==> src/rtl/apb_uart_host_pkg.sv <==
// apb_uart_host_pkg: UART register offsets, STATUS bit positions and host FSM states
package apb_uart_host_pkg;
  localparam logic [4:0] REG_TXDATA = 5'h00;
  localparam logic [4:0] REG_RXDATA = 5'h04;
  localparam logic [4:0] REG_CTRL1  = 5'h08;
  localparam logic [4:0] REG_CTRL2  = 5'h0C;
  localparam logic [4:0] REG_STATUS = 5'h10;
  localparam logic [4:0] REG_CTRL3  = 5'h14;
  localparam int ST_TXRDY = 0;
  localparam int ST_RXRDY = 1;
  localparam int ST_PAR   = 2;
  localparam int ST_OVF   = 3;
  localparam int ST_FRM   = 4;
  typedef enum logic [2:0] {CFG1, CFG2, CFG3, POLL, RDRX, WRTX} state_t;
endpackage

==> src/rtl/apb_uart_host_xfer.sv <==
// apb_uart_host_xfer: one APB transfer (SETUP then ACCESS until PREADY) per start while idle
module apb_uart_host_xfer (
  input  logic       PCLK,
  input  logic       PRESETN,
  input  logic       start,
  input  logic [4:0] addr,
  input  logic       write,
  input  logic [7:0] wdata,
  output logic       done,
  output logic [7:0] rdata,
  output logic       slverr,
  output logic [4:0] PADDR,
  output logic       PSEL,
  output logic       PENABLE,
  output logic       PWRITE,
  output logic [7:0] PWDATA,
  input  logic [7:0] PRDATA,
  input  logic       PREADY,
  input  logic       PSLVERR
);
  // address, direction and data are captured once at SETUP and held until completion
  always_ff @(posedge PCLK)
    if (!PRESETN) begin
      PSEL    <= 1'b0;
      PENABLE <= 1'b0;
      PWRITE  <= 1'b0;
      PADDR   <= 5'h00;
      PWDATA  <= 8'h00;
    end else if (!PSEL) begin
      if (start) begin
        PSEL   <= 1'b1;
        PWRITE <= write;
        PADDR  <= addr;
        PWDATA <= write ? wdata : 8'h00;
      end
    end else if (!PENABLE) PENABLE <= 1'b1;
    else if (PREADY) begin
      PSEL    <= 1'b0;
      PENABLE <= 1'b0;
    end
  assign done   = PSEL && PENABLE && PREADY;
  assign rdata  = PRDATA;
  assign slverr = PSLVERR;
endmodule

==> src/rtl/apb_uart_host.sv <==
// apb_uart_host: APB master that configures a UART, then polls STATUS to move RX/TX bytes
module apb_uart_host
  import apb_uart_host_pkg::*;
#(
  parameter logic [12:0] BAUD_VAL = 13'd1,
  parameter logic [2:0]  CTRL2_LO = 3'b001,
  parameter logic [2:0]  FRAC_VAL = 3'd0
) (
  input  logic       PCLK,
  input  logic       PRESETN,
  output logic [4:0] PADDR,
  output logic       PSEL,
  output logic       PENABLE,
  output logic       PWRITE,
  output logic [7:0] PWDATA,
  input  logic [7:0] PRDATA,
  input  logic       PREADY,
  input  logic       PSLVERR,
  input  logic       TX_VALID,
  input  logic [7:0] TX_DATA,
  output logic       TX_READY,
  output logic       RX_VALID,
  output logic [7:0] RX_DATA,
  input  logic       RX_READY,
  output logic       CFG_DONE,
  output logic [3:0] ERR_STICKY,
  input  logic       ERR_CLR
);
  state_t state, state_nxt;
  logic start, write, done, slverr;
  logic [4:0] addr;
  logic [7:0] wdata, rdata;
  apb_uart_host_xfer u_xfer (
    .PCLK(PCLK), .PRESETN(PRESETN), .start(start), .addr(addr), .write(write), .wdata(wdata),
    .done(done), .rdata(rdata), .slverr(slverr), .PADDR(PADDR), .PSEL(PSEL), .PENABLE(PENABLE),
    .PWRITE(PWRITE), .PWDATA(PWDATA), .PRDATA(PRDATA), .PREADY(PREADY), .PSLVERR(PSLVERR)
  );
  always_ff @(posedge PCLK) state <= !PRESETN ? CFG1 : state_nxt;
  // RX wins over TX, and a held RX byte blocks further RXDATA reads
  always_comb begin
    state_nxt = state;
    if (done)
      case (state)
        CFG1:    state_nxt = CFG2;
        CFG2:    state_nxt = CFG3;
        CFG3:    state_nxt = POLL;
        POLL:    state_nxt = rdata[ST_RXRDY] && !RX_VALID ? RDRX :
                             rdata[ST_TXRDY] && TX_VALID ? WRTX : POLL;
        default: state_nxt = POLL;
      endcase
  end
  always_comb begin
    start = !PSEL;
    write = state != POLL && state != RDRX;
    addr  = REG_STATUS;
    wdata = 8'h00;
    case (state)
      CFG1: begin
        addr  = REG_CTRL1;
        wdata = BAUD_VAL[7:0];
      end
      CFG2: begin
        addr  = REG_CTRL2;
        wdata = {BAUD_VAL[12:8], CTRL2_LO};
      end
      CFG3: begin
        addr  = REG_CTRL3;
        wdata = {5'b0, FRAC_VAL};
      end
      RDRX: addr = REG_RXDATA;
      WRTX: begin
        addr  = REG_TXDATA;
        wdata = TX_DATA;
      end
      default: ;
    endcase
  end
  assign TX_READY = PSEL && !PENABLE && state == WRTX;
  always_ff @(posedge PCLK)
    if (!PRESETN) begin
      CFG_DONE   <= 1'b0;
      RX_VALID   <= 1'b0;
      RX_DATA    <= 8'h00;
      ERR_STICKY <= 4'h0;
    end else begin
      if (done && state == CFG3) CFG_DONE <= 1'b1;
      if (done && state == RDRX) begin
        RX_VALID <= 1'b1;
        RX_DATA  <= rdata;
      end else if (RX_READY) RX_VALID <= 1'b0;
      ERR_STICKY <= (ERR_CLR ? 4'h0 : ERR_STICKY) |
                    {done && slverr, done && state == POLL ? {rdata[ST_FRM], rdata[ST_OVF], rdata[ST_PAR]} : 3'b000};
    end
endmodule

==> config.mk <==
export PLATFORM = sky130hd
export DESIGN_NAME = apb_uart_host
export DESIGN_NICKNAME = d
export VERILOG_FILES = /design/src/rtl/apb_uart_host_pkg.sv /design/src/rtl/apb_uart_host_xfer.sv /design/src/rtl/apb_uart_host.sv
export SDC_FILE = /design/constraint.sdc
export NUM_CORES = 1
export LEC_CHECK = 0
export CAP_MARGIN = 10
export CORE_ASPECT_RATIO = 0.75
export CORE_MARGIN = 2
export CORE_UTILIZATION = 45
export DETAILED_ROUTE_END_ITERATION = 12
export HOLD_SLACK_MARGIN = 0.12
export PLACE_DENSITY = 0.82
export SYNTH_ARGS = -nofsm -noshare
export SYNTH_HDL_FRONTEND = slang
export SYNTH_SLANG_ARGS = --single-unit
export TNS_END_PERCENT = 5
==> constraint.sdc <==
create_clock -name PCLK -period 1.9 [get_ports PCLK]
set_input_delay 0.38 -clock PCLK [delete_from_list [all_inputs] [get_ports PCLK]]
set_output_delay 0.38 -clock PCLK [all_outputs]
set_load 0.02 [all_outputs]
Word level (Yosys, flattened, before mapping)
Index checks and enable logic that the tools add are counted.
- output and inout port bits: 31
- memory bits (read-only): 0
- latch bits: 0
- register bits: 33
- input port bits: 23
- memories kept: 0
- bits in writable memories: 0
- word-level logic and storage cells: 47
- bitwise operators: 1
- shift-type cells: 0
- reduce and logical (&&, ||, !) cells: 16
- order comparisons: 0
- $mul: 0
- add/sub/neg operators: 0
- mux-type cells: 13
- eq/ne operators: 7
- divide/modulo/power cells: 0
- operators by type and width (kind ; count):
    case mux 5 bit (5 select lines) ; 1
    case mux 8 bit (2 select lines) ; 1
    logical AND 1 bit ; 11
    two-way mux 3 bit ; 3
    case mux 3 bit (3 select lines) ; 1
    two-way mux 8 bit ; 1
    == test 3 x 2 -> 1 bit (second input constant) ; 2
    == test 3 bit (second input constant) ; 2
    two-way mux 1 bit ; 5
    two-way mux 4 bit ; 1
    bitwise OR 4 bit ; 1
    == test 3 x 1 -> 1 bit (second input constant) ; 1
    logical NOT 3 bit ; 1
    inequality test 3 x 2 -> 1 bit (second input constant) ; 1
    inequality test 3 bit (second input constant) ; 1
    logical NOT 1 bit ; 2
    nonzero test 2 bit ; 1
    OR reduction 2 bit ; 1

Depth between registers and ports, before layout
- depth in word-level cells: 5
- mapped depth: 4
- depth with buffers taken out: 3

Hierarchy
Synthesis repeated with hierarchy kept, for this count alone.
- cells, all modules: 174
- area, all modules: 1485.2 sq um
- modules (own cells, without submodules) (module ; instances ; cells an instance ; area an instance (sq um) ; sequential area each (sq um)):
    apb_uart_host ; 1 ; 96 ; 812.0 ; 340.3
    apb_uart_host_xfer ; 1 ; 78 ; 673.1 ; 320.3

Worst setup path after synthesis
No wires, ideal clock.
- path kind: reg-to-output
- start point: reg u_xfer.PSEL
- end point: out TX_READY
- data required time: 1.520 ns
- path buffers: 1
- setup slack: 0.294 ns
- stages on the path, launching flop included: 4
- arrival time: 1.226 ns
- cell sequence: dfxtp_1 buf_4 inv_1 nor3_1
- word-level cells in the longest chain between the ends: 2
- RTL lines (element ; line ; source):
    from (decl) ; apb_uart_host_xfer.sv:13 ; output logic PSEL,
    from (signal assigned) ; apb_uart_host_xfer.sv:24 ; PSEL <= 1'b0;
    from (signal assigned) ; apb_uart_host_xfer.sv:31 ; PSEL <= 1'b1;
    from (signal assigned) ; apb_uart_host_xfer.sv:38 ; PSEL <= 1'b0;
    logical AND 1 bit (2 in a row) ; apb_uart_host.sv:78 ; assign TX_READY = PSEL && !PENABLE && state == WRTX;
    to (decl) ; apb_uart_host.sv:21 ; output logic TX_READY,
No other way between the ends.

Worst setup path in the final report
- start point: reg u_xfer.PSEL
- end point: out PSEL
- RTL lines (element ; line ; source):
    to (decl) ; apb_uart_host.sv:12 ; output logic PSEL,
No word-level cell between the ends.

==> results.cfg <==
[route]
ant_nets = 0
firstDrtPassIters = 4
drc_errors = 0
vias_per_cell = 5.11
drt_iter0_drc = 48
wl_mm = 3.07
wl_per_cell_um = 13.9
num_vias = 1124

[synth]
synth_cell_types = 37
yosysWarnings = 0
syn_avg_cell_area_um2 = 9.87
ys_seq_area_share_pct = 48.7
synthCells = 129
yosys_register_bits = 31
synth_area_um2 = 1270

[clock_tree]
cts_tree = built
cts_max_level = 2
clk_pin_slew_ns = 0.06
cts_root_buffer = clkbuf_8
clock_sinks = 31
clock_path_buffers = 2
ctsHoldBuffers = 0
cts_setup_buffers = 0
clk-insertion-delay-late_ns = 0.28
cts_buffers = 5
cts_resized = 1

[floorplan]
core_um2 = 2640
io_pins = 54
die_x_um = 65.4
die-area_um2 = 3280
start_util_pct = 48.2
num_rows = 16
fp.dieH_um = 50.1

[placement]
io_buffers = 51
pre_cts_slack_ns = 0.224
hpwlAfterDp_mm = 2.20
placed_cells = 212
gp_congestion = 0.727

[setup_path]
critPathKind = flop to output pin
path_buf_inv = 2
critPathLaunchType = flop
cp_cell_sequence = buf_4, clkdlybuf4s50_1
end_kind = output pin
cp_top_family = buffers and inverters
slowest_delay_ns = 0.63
critical_path_arrival_ns = 1.45
worstPathMaxFanout = 12
cp_slowest_cell = clkdlybuf4s50_1
critPathRequiredTime_ns = 1.52

[global_route]
antenna_found_initial = 0
track_usage_pct = 20.9
grt_pass1_wl_mm = 5.10
grt_pass1_vias = 1139
grt_max_degree = 17
grt_overflow = 0

[sta]
setup_viol = 0
fmax_mhz = 546
skew_ns = 0.00336
period_share_pct = 96.4
drv_slew = 0
period_minus_slack_ns = 1.83
rsz0062_at_grt = no
hold_viol = 0
worst_slack_ns = 0.0689
fin_hold_ws_ns = 0.457
fin_tns_setup_ns = 0

[final_layout]
nets = 206
drive_above_1_share_pct = 10.9
syn_to_final_growth_pct = 50.1
diodes = 0
final_cells = 220

[pwr]
leakage_nw = 0.730
vdd_drop_max_mv = 0.494
powerDensity_nw_per_um2 = 720

[run]
cap_violations = 0

[status]
outcome = finished, final reports clean

[min_path]
hp-class = flop to flop
[flip-flops by register name, summed over array words and instances (netlist names)]
signal	flops
CFG_DONE	1
ERR_STICKY	4
u_xfer.PADDR	3
u_xfer.PENABLE	1
state	3
u_xfer.PWDATA	8
RX_VALID	1
RX_DATA	8
u_xfer.PSEL	1
u_xfer.PWRITE	1
[final timing paths]
path	start	to	slack, ns	cells past startpoint
setup reg to reg	state[2]	RX_DATA[3]	0.46	4
hold / removal	RX_DATA[4]	RX_DATA[4]	0.46	2
hold reg to reg	RX_DATA[4]	RX_DATA[4]	0.46	2
setup / recovery	u_xfer.PSEL	PSEL	0.07	2
[cells in the final DEF, fill, tap and decap left out, drive strengths merged, types with 2 or more instances in the layout]
master,netlist,final
dfxtp,31,31
and2,3,3
a32oi,3,3
nand3,2,2
nor3,2,2
clkdlybuf4s50,0,50
o21ai,5,5
mux2i,9,9
a21oi,4,4
nand2,20,20
o21a,4,4
inv,2,2
clkbuf,3,8
nand2b,2,2
nor2,3,3
nor2b,7,7
buf,8,6
a22o,7,7
conb,1,2
[final cells by class]
type / instances / area, um2
fillers: 193 / 731
flip-flops and latches: 31 / 621
multi-input cells: 86 / 584
repair buffers: 57 / 554
clock buffers: 8 / 100
well taps: 36 / 45.0
inverters: 2 / 7.51
[logic make-up (layout without fill, tap and decap cells)]
logic type / after synthesis / count (layout) / synth area share, %
DFF: 31 / 31 / 48.7
muxes: 9 / 9 / 7.07
xor gates and xnor gates: 1 / 1 / 0.688
buffers and inverters: 13 / 67 / 5.70
and+or+nand+nor: 46 / 46 / 21.2
AOI/OAI and AO/OA: 28 / 28 / 16.3
other: 1 / 2 / 0.294
[synthesized netlist by cell type (all sizes together)]
master / n / area (um2)
and3: 1 / 6.26
and2: 3 / 18.8
inv: 2 / 7.51
a21oi: 4 / 20.0
o21a: 4 / 30.0
mux2i: 9 / 90.1
nor3b: 1 / 7.51
a31oi: 1 / 6.26
xnor2: 1 / 8.76
nor2b: 7 / 43.8
a21boi: 1 / 7.51
and3b: 1 / 10.0
nand2: 20 / 75.1
nand3b: 1 / 7.51
dfxtp: 31 / 621
o21ai: 5 / 25.0
a22o: 7 / 61.3
nor4b: 1 / 8.76
a211o: 1 / 8.76
nand3: 2 / 22.5
nor3: 2 / 10.0
buf: 8 / 53.8
a2111oi: 1 / 15.0
nand2b: 2 / 12.5
nor2: 3 / 30.0
conb: 1 / 3.75
a22oi: 1 / 7.51
a32oi: 3 / 26.3
or3b: 1 / 11.3
clkbuf: 3 / 11.3
or2: 1 / 6.26
[routing by layer]
metal / wire length, um / global-route usage [%] / part of all wire (%) / vias up
li1: - / - / - / 548
met3: 137 / 8.22 / 4.5 / 5
met2: 1520 / 33.8 / 49 / 33
met1: 1360 / 24.7 / 44 / 538
met5: 0 / 0 / 0 / -
met4: 48 / 8.68 / 1.6 / 0
[worst min-delay path, cell delays in order (launching register included)]
cell and delay (ns):
dfxtp_1 0.31, nand2_1 0.05, mux2i_1 0.05
[where the power goes]
group | internal [W] | switching [W]
clock | 0.000330 | 0.000233
sequential | 0.000661 | 0.00000808
combinational | 0.0000784 | 0.0000655
[through the flow]
step / utilization, % / power, W / area, um2
finish: 72.3 / 0.00138 / 1910
global route: 72.3 / 0.00143 / 1910
CTS: 72.3 / 0.00139 / 1910
detailed placement: 68.6 / 0.000826 / 1810
global placement: 68.6 / 0.000823 / 1810
floorplan: - / 0.000750 / 1280
(Power assumes the default switching activity.)
